File: config.mk
export PLATFORM = sky130hd
export DESIGN_NAME = instruction_fetch_unit
export DESIGN_NICKNAME = d
export VERILOG_FILES = /design/src/rtl/instruction_fetch_unit_pkg.sv /design/src/rtl/instruction_fetch_unit_pc_register.sv /design/src/rtl/instruction_fetch_unit.sv
export SDC_FILE = /design/constraint.sdc
export NUM_CORES = 1
export LEC_CHECK = 0
export ABC_AREA = 1
export CAP_MARGIN = 5
export CORE_MARGIN = 2
export CORE_UTILIZATION = 43
export DETAILED_ROUTE_END_ITERATION = 7
export GPL_TIMING_DRIVEN = 0
export PLACE_DENSITY = 0.79
export SETUP_SLACK_MARGIN = 0.15
export SYNTH_ARGS = -nofsm -noshare
export SYNTH_HDL_FRONTEND = slang
export SYNTH_HIERARCHICAL = 1
export SYNTH_SLANG_ARGS = --single-unit
File: constraint.sdc
create_clock -name clk -period 2.9 [get_ports clk]
set_input_delay 0.58 -clock clk [delete_from_list [all_inputs] [get_ports clk]]
set_output_delay 0.58 -clock clk [all_outputs]
set_load 0.03 [all_outputs]
File: src/rtl/instruction_fetch_unit_pkg.sv
// Shared fetch-stage constants: text-segment base, bubble encoding, PC step.
// No logic; pure compile-time values.
// Imported by the PC register and the fetch unit top.
package instruction_fetch_unit_pkg;

    // Base of the text segment; the PC lands here on reset.
    localparam logic [31:0] IFU_RESET_PC        = 32'h0040_0000;
    // Encoding loaded into IF/ID for a bubble (flush or illegal fetch).
    localparam logic [31:0] IFU_NOP_INSTRUCTION = 32'h0000_0000;
    // Byte distance between sequential instructions.
    localparam int          IFU_PC_INCREMENT    = 4;

endpackage

File: src/rtl/instruction_fetch_unit_pc_register.sv
// PC_Register: DATA_WIDTH program-counter flop with load enable.
// Latency: i_d appears on o_q one clock after an enabled edge.
// Hold: i_en low keeps the current value; reset forces RESET_VALUE immediately.
module PC_Register #(
    parameter int                    DATA_WIDTH  = 32,
    parameter logic [DATA_WIDTH-1:0] RESET_VALUE = '0
) (
    input  logic                  clk,
    input  logic                  reset,
    input  logic                  i_en,
    input  logic [DATA_WIDTH-1:0] i_d,
    output logic [DATA_WIDTH-1:0] o_q
);

    logic [DATA_WIDTH-1:0] r_q;

    // Asynchronous reset to the configured value, otherwise load when enabled.
    always_ff @(posedge clk or posedge reset) begin
        if (reset) begin
            r_q <= RESET_VALUE;
        end else if (i_en) begin
            r_q <= i_d;
        end
    end

    assign o_q = r_q;

endmodule

File: src/rtl/instruction_fetch_unit.sv
// Fetch stage: PC sequencing with redirects, IF/ID pipeline register; macro FETCH_RANGE_CHECK_EN adds fetch fault checking.
// Latency: instruction at Address_o in cycle N is on IF_ID_* in cycle N+1.
// Stall_i holds PC and IF/ID; a redirect still moves the PC; Flush_i beats Stall_i.
module instruction_fetch_unit
    import instruction_fetch_unit_pkg::*;
#(
    parameter int                    MEMORY_DEPTH = 64,
    parameter int                    DATA_WIDTH   = 32,
    parameter logic [DATA_WIDTH-1:0] RESET_PC     = DATA_WIDTH'(IFU_RESET_PC)
) (
    input  logic                  clk,
    input  logic                  reset,
    input  logic                  Stall_i,
    input  logic                  Flush_i,
    input  logic                  Branch_Taken_i,
    input  logic [DATA_WIDTH-1:0] Branch_Target_i,
    input  logic                  Jump_i,
    input  logic [25:0]           Jump_Target_i,
    input  logic                  Jr_i,
    input  logic [DATA_WIDTH-1:0] Jr_Address_i,
    input  logic [DATA_WIDTH-1:0] Instruction_i,
    output logic [DATA_WIDTH-1:0] Address_o,
    output logic [DATA_WIDTH-1:0] IF_ID_Instruction_o,
    output logic [DATA_WIDTH-1:0] IF_ID_PC_Plus4_o,
    output logic                  IF_ID_Valid_o,
    output logic                  Fetch_Fault_o
);

    // Reject nonsensical memory sizes at elaboration time.
    if (MEMORY_DEPTH <= 0) begin : g_bad_depth
        $error("MEMORY_DEPTH must be positive");
    end

    logic [DATA_WIDTH-1:0] w_pc;
    logic [DATA_WIDTH-1:0] w_pc_plus4;
    logic [DATA_WIDTH-1:0] w_next_pc;
    logic                  w_redirect;
    logic                  w_pc_en;
    logic                  w_fetch_illegal;

    logic [DATA_WIDTH-1:0] r_ifid_instr;
    logic [DATA_WIDTH-1:0] r_ifid_pc4;
    logic                  r_ifid_vld;

    assign w_pc_plus4 = w_pc + DATA_WIDTH'(IFU_PC_INCREMENT);
    assign w_redirect = Jr_i | Jump_i | Branch_Taken_i;
    // A redirect must move the PC even while the stage is stalled.
    assign w_pc_en    = w_redirect | ~Stall_i;

    // Next-PC selection: Jr, then Jump, then Branch, else sequential.
    always_comb begin
        w_next_pc = w_pc_plus4;
        if (Jr_i) begin
            w_next_pc = Jr_Address_i;
        end else if (Jump_i) begin
            w_next_pc = {w_pc_plus4[DATA_WIDTH-1:28], Jump_Target_i, 2'b00};
        end else if (Branch_Taken_i) begin
            w_next_pc = Branch_Target_i;
        end
    end

    PC_Register #(
        .DATA_WIDTH  (DATA_WIDTH),
        .RESET_VALUE (RESET_PC)
    ) u_pc_register (
        .clk   (clk),
        .reset (reset),
        .i_en  (w_pc_en),
        .i_d   (w_next_pc),
        .o_q   (w_pc)
    );

    // Address comes straight from the PC flop so memory sees no input-to-output path.
    assign Address_o = w_pc;

`ifdef FETCH_RANGE_CHECK_EN
    localparam logic [DATA_WIDTH:0] LIMIT_ADDR =
        (DATA_WIDTH+1)'(RESET_PC) + (DATA_WIDTH+1)'(IFU_PC_INCREMENT * MEMORY_DEPTH);

    logic r_fetch_fault;

    // Misaligned or outside [RESET_PC, RESET_PC + 4*MEMORY_DEPTH) is illegal.
    assign w_fetch_illegal = (w_pc[1:0] != 2'b00) ||
                             (w_pc < RESET_PC) ||
                             ({1'b0, w_pc} >= LIMIT_ADDR);

    // Sticky fault flag, cleared only by reset.
    always_ff @(posedge clk or posedge reset) begin
        if (reset) begin
            r_fetch_fault <= 1'b0;
        end else if (w_fetch_illegal) begin
            r_fetch_fault <= 1'b1;
        end
    end

    assign Fetch_Fault_o = r_fetch_fault;
`else
    assign w_fetch_illegal = 1'b0;
    assign Fetch_Fault_o   = 1'b0;
`endif

    // IF/ID register: flush beats stall; an illegal fetch loads a bubble.
    always_ff @(posedge clk or posedge reset) begin
        if (reset) begin
            r_ifid_instr <= '0;
            r_ifid_pc4   <= '0;
            r_ifid_vld   <= 1'b0;
        end else if (Flush_i) begin
            r_ifid_instr <= DATA_WIDTH'(IFU_NOP_INSTRUCTION);
            r_ifid_pc4   <= '0;
            r_ifid_vld   <= 1'b0;
        end else if (!Stall_i) begin
            if (w_fetch_illegal) begin
                r_ifid_instr <= DATA_WIDTH'(IFU_NOP_INSTRUCTION);
                r_ifid_pc4   <= '0;
                r_ifid_vld   <= 1'b0;
            end else begin
                r_ifid_instr <= Instruction_i;
                r_ifid_pc4   <= w_pc_plus4;
                r_ifid_vld   <= 1'b1;
            end
        end
    end

    assign IF_ID_Instruction_o = r_ifid_instr;
    assign IF_ID_PC_Plus4_o    = r_ifid_pc4;
    assign IF_ID_Valid_o       = r_ifid_vld;

endmodule

Word level (Yosys, flattened, before mapping) --
Index checks and enable logic that the tools add are counted.
Operators by class: eq/ne operators 1, bitwise operators 4, add/sub/neg operators 1, muxes and demuxes 9
Operator list (count):
- two-way mux 32 bit | 7
- adder 32 x 3 -> 32 bit (second input constant) | 1
- bitwise OR 1 bit | 3
- two-way mux 1 bit | 2
- != test 2 x 1 -> 1 bit (second input constant) | 1
- inverter 1 bit | 1
Word-level totals: word-level logic and storage cells 19, output and inout bits 98, bits in registers 97, input port bits 129

Logic depth before layout (Yosys ltp) --
depth in word-level cells 4, gate-level depth with buffers 12, depth with buffers taken out 12

Cells and area by module --
The synthesis kept the hierarchy.
Modules (own cells, without submodules):
- instruction_fetch_unit | times used 1, seq. area each 1626.6 um^2, cells an instance 533, area each 4008.8 um^2
- PC_Register | times used 1, seq. area each 802.0 um^2, cells an instance 137, area each 1297.5 um^2

Least setup slack after synthesis --
OpenSTA, ideal clock, no wires.
path type reg2reg, from reg u_pc_register.r_q[3], in the netlist u_pc_register/o_q[3], to reg u_pc_register.r_q[30], in the netlist u_pc_register/o_q[30], setup time 0.118 ns, buffers on the path 0, period minus slack after synthesis 1.827 ns, slack 1.073 ns, stages on the path, launching flop included 13, required time 2.782 ns, arrival 1.709 ns, cell sequence dfrtp_1 > ha_1 > nand2_2 > nor2_4 > nand2_4 > nor2_8 > nand3_1 > nand2_1 > nand3_1 > nand2_1 > nand2_1 > nand2_1 > nand2_1
On the way: word-level cells in the longest chain between the ends 4
RTL lines:
- from (decl) | line instruction_fetch_unit_pc_register.sv:15 | logic [DATA_WIDTH-1:0] r_q;
- from (signal assigned) | line instruction_fetch_unit_pc_register.sv:22 | r_q <= i_d;
- adder 32 x 3 -> 32 bit * | line instruction_fetch_unit.sv:45 | assign w_pc_plus4 = w_pc + DATA_WIDTH'(IFU_PC_INCREMENT);
- two-way mux 32 bit | line instruction_fetch_unit.sv:57 | end else if (Branch_Taken_i) begin
- two-way mux 32 bit * | line instruction_fetch_unit.sv:55 | end else if (Jump_i) begin
- two-way mux 32 bit * | line instruction_fetch_unit.sv:53 | if (Jr_i) begin
- via w_next_pc[30] | line instruction_fetch_unit.sv:36 | logic [DATA_WIDTH-1:0] w_next_pc;
Mark *: on every way through the listed nets, which the timed path passes. The rest lies on a longest branch. A chain may end at the register's enable or synchronous reset.

Worst setup path after layout --
from in Branch_Taken_i, to reg u_pc_register.r_q[26], in the netlist u_pc_register/o_q[26]
On the way: word-level cells in the longest chain between the ends 3, elaborated cells between the ends (all ways) 5, those cells by class mux (3); bitwise (2)
RTL lines:
- from (decl) | line instruction_fetch_unit.sv:15 | input logic Branch_Taken_i,
- two-way mux 32 bit | line instruction_fetch_unit.sv:57
- two-way mux 32 bit | line instruction_fetch_unit.sv:55
- two-way mux 32 bit | line instruction_fetch_unit.sv:53
- via w_next_pc[26] | line instruction_fetch_unit.sv:36
The timed path passes the listed nets, and every way through them passes these cells.

==> impl_metrics.json <==
{
  "rows": 40,
  "met1_length_um": 7535,
  "cap_viol_max_count": 0,
  "initial_core_util_pct": 44.18,
  "endpoint_kind": "register",
  "grt_setup_unrepaired": "no",
  "avgSynthCellArea_sq_um": 7.920,
  "met2_length_um": 8755,
  "die_area_sq_um": 13240,
  "finalMaxSlewViolations": 0,
  "fillers": 1009,
  "grt_max_degree": 41,
  "io_pins": 227,
  "regArea_sq_um": 2429,
  "worstHoldStart": "IF_ID_PC_Plus4_o[0]",
  "syn_nets": 800,
  "critPathKind": "in -> reg",
  "ctsHoldBuffers": 0,
  "dp_cells": 1043,
  "core_sq_um": 12010,
  "synth.distinct_cells": 37,
  "startpoint": "Branch_Taken_i",
  "instances_no_fill": 1059,
  "clock_latency_ps": 350,
  "syn-cell-area_sq_um": 5306,
  "n_antenna_cell": 0,
  "port_buffers": 224,
  "multi_input_area_sq_um": 2541,
  "synthCells": 670,
  "clock_path_buffers": 2,
  "peakVddDrop_uv": 287.5,
  "clock-skew-final_ps": 7.358,
  "drive_gt1_share_pct": 7.675,
  "cp_data_arrival_time_ps": 2620,
  "grt_pass1_vias": 5236,
  "drcViolationCount": 0,
  "nets": 1037,
  "ys_warn_count": 6,
  "clock_sinks": 97,
  "wl_met3_um": 1560,
  "routedWlPerCell_um": 17.20,
  "fin_util_pct": 67.09,
  "grt_antenna_before_repair": 0,
  "die_h_um": 115.1,
  "cts_tree": "built",
  "period_share_pct": 80.03,
  "setup_viol": 0,
  "numCtsBuffers": 9,
  "finalSetupTns_ps": 0,
  "die_w_um": 115.1,
  "clk_pin_slew_ps": 70,
  "tightest_slew_ps": 873.1,
  "layout_min_cycle_time_ps": 2321,
  "gp_congestion": 0.9001,
  "grt_pass1_wl_um": 27940,
  "via_per_inst": 5.194,
  "overflow": 0,
  "h-tree-depth": 3,
  "slew_headroom_pct": 41.58,
  "cts_resized": 0,
  "seq_area_frac_synth_pct": 45.77,
  "r2r_start": "u_pc_register/o_q[2]",
  "top_layer": "met4",
  "drtPass1Iterations": 5,
  "drt_iter0_markers": 400,
  "finalWirelength_um": 18220,
  "dp_hpwl_um": 14110,
  "critPathRequiredTime_ps": 3200,
  "max_clock_freq_ghz": 0.4309,
  "area.growth.synth_to_final_pct": 51.87,
  "powerDensity_nw_per_um2": 475.5,
  "postCtsSetupBuffers": 0,
  "track_usage_pct": 27.69,
  "antenna_left": 0,
  "cp_max_fo": 10,
  "hold_viol": 0,
  "cts-root-buf": "clkbuf_16",
  "status": "finished, final reports clean",
  "critPathLaunchType": "input pin",
  "leakagePower_uw": 0.003724,
  "routed-via-count": 5500,
  "hold_class": "reg -> reg",
  "synth_seq_cells": 97
}
## sequential cells by signal, indices dropped and copies added (netlist names)
name / flops
u_pc_register/o_q: 32
IF_ID_Valid_o: 1
IF_ID_Instruction_o: 32
IF_ID_PC_Plus4_o: 32
## routing by layer
layer  global-route usage, %  vias to the layer above
li1                        -                     2668
met1                   35.57                     2531
met2                   46.78                      276
met3                   6.168                       25
met4                   8.675                        0
met5                       0                        -
## synth_stat cells (all sizes together)
library cell / count / area share (%)
o21ai: 15 / 1.4
o211ai: 2 / 0.28
nand2: 276 / 20
a221oi: 17 / 2.8
a22o: 39 / 6.4
nand3: 29 / 2.7
xnor2: 4 / 0.66
inv: 32 / 2.4
and2: 1 / 0.12
conb: 1 / 0.071
dfrtp: 96 / 45
dfstp: 1 / 0.50
xor2: 11 / 2.1
nand3b: 4 / 0.57
ha: 1 / 0.24
clkbuf: 21 / 2.1
nand4: 1 / 0.12
nor3: 1 / 0.094
a21oi: 26 / 2.5
buf: 13 / 1.9
nor2: 73 / 6.6
a31oi: 5 / 0.59
o21bai: 1 / 0.14
## final cells by class
cell class	instances	share of cell area [%]
inverter	32	1.584
tap	147	2.282
sequential	97	30.14
timing repair buffer	226	28.41
buffer	34	2.593
clock buffer	10	2.965
multi-input combinational	507	31.53
clock inverter	6	0.4968
## final timing paths
kind                                          to  slack (ps)  cells after the start
hold reg to reg              IF_ID_PC_Plus4_o[0]         470                      2
min in group asynchronous  u_pc_register/o_q[10]         700                      2
max in group asynchronous    IF_ID_PC_Plus4_o[0]        1510                      3
hold / removal               IF_ID_PC_Plus4_o[0]         470                      2
setup / recovery           u_pc_register/o_q[26]         580                      8
setup reg to reg           u_pc_register/o_q[16]         940                     10
## worst max-delay path: stages
cell	delay, ps
clkdlybuf4s50_1	610
inv_2	150
nor2_2	380
buf_2	390
a221oi_1	150
a21oi_1	220
nand2_1	70
nand2_1	60
## cells by family (layout without fill, tap and decap cells)
kind of cell	after synthesis	count (layout)	share of synthesized area (%)
AND/OR/NAND/NOR	385	385	30.70
adder cells (fa/ha/maj)	1	1	0.2358
AO/OA/AOI/OAI	105	105	14.12
other	1	1	0.07067
flip-flops	97	97	45.77
buffers and inverters	66	308	6.343
XOR/XNOR	15	15	2.759
## placed cells by master (no fill, tap or decap), types with 2 or more instances in the layout
| master | netlist | routed |
|---|---|---|
| a21oi_1 | 26 | 26 |
| a221oi_1 | 17 | 17 |
| a22o_1 | 39 | 39 |
| a31oi_1 | 5 | 5 |
| buf_12 | 1 | 2 |
| buf_2 | 7 | 7 |
| buf_6 | 3 | 3 |
| clkbuf_1 | 18 | 18 |
| clkbuf_16 | 0 | 9 |
| clkbuf_8 | 3 | 4 |
| clkdlybuf4s50_1 | 0 | 224 |
| clkinv_2 | 0 | 3 |
| dfrtp_1 | 96 | 96 |
| inv_1 | 30 | 29 |
| inv_2 | 1 | 2 |
| inv_6 | 0 | 2 |
| nand2_1 | 259 | 259 |
| nand2_2 | 16 | 16 |
| nand3_1 | 29 | 29 |
| nand3b_1 | 4 | 4 |
| nor2_1 | 59 | 59 |
| nor2_2 | 7 | 7 |
| nor2_4 | 6 | 6 |
| o211ai_1 | 2 | 2 |
| o21ai_0 | 14 | 14 |
| xnor2_1 | 4 | 4 |
| xor2_1 | 9 | 9 |
| xor2_2 | 2 | 2 |
## power by group
| part | internal, uW | switching, uW | total (uW) | leakage [uW] |
|---|---|---|---|---|
| clock | 607 | 540 | 1150 | 0.000139 |
| sequential | 1460 | 122 | 1580 | 0.00124 |
| combinational | 493 | 607 | 1100 | 0.00235 |
| total | 2560 | 1270 | 3830 | 0.00372 |
## per-stage QoR
step / setup WS, ps / instance area (sq um) / total power (uW) / hold slack, ps
floorplan: 693.5 / 5306 / 2154 / 541.4
global placement: -516.7 / 7732 / 2691 / 454.5
detailed placement: 243.7 / 7780 / 2709 / 465.7
CTS: 601.3 / 8059 / 3845 / 480.9
global route: 493.8 / 8059 / 3985 / 507.7
finish: 579.3 / 8059 / 3832 / 474.3
Power figures use the tool's default switching activity.
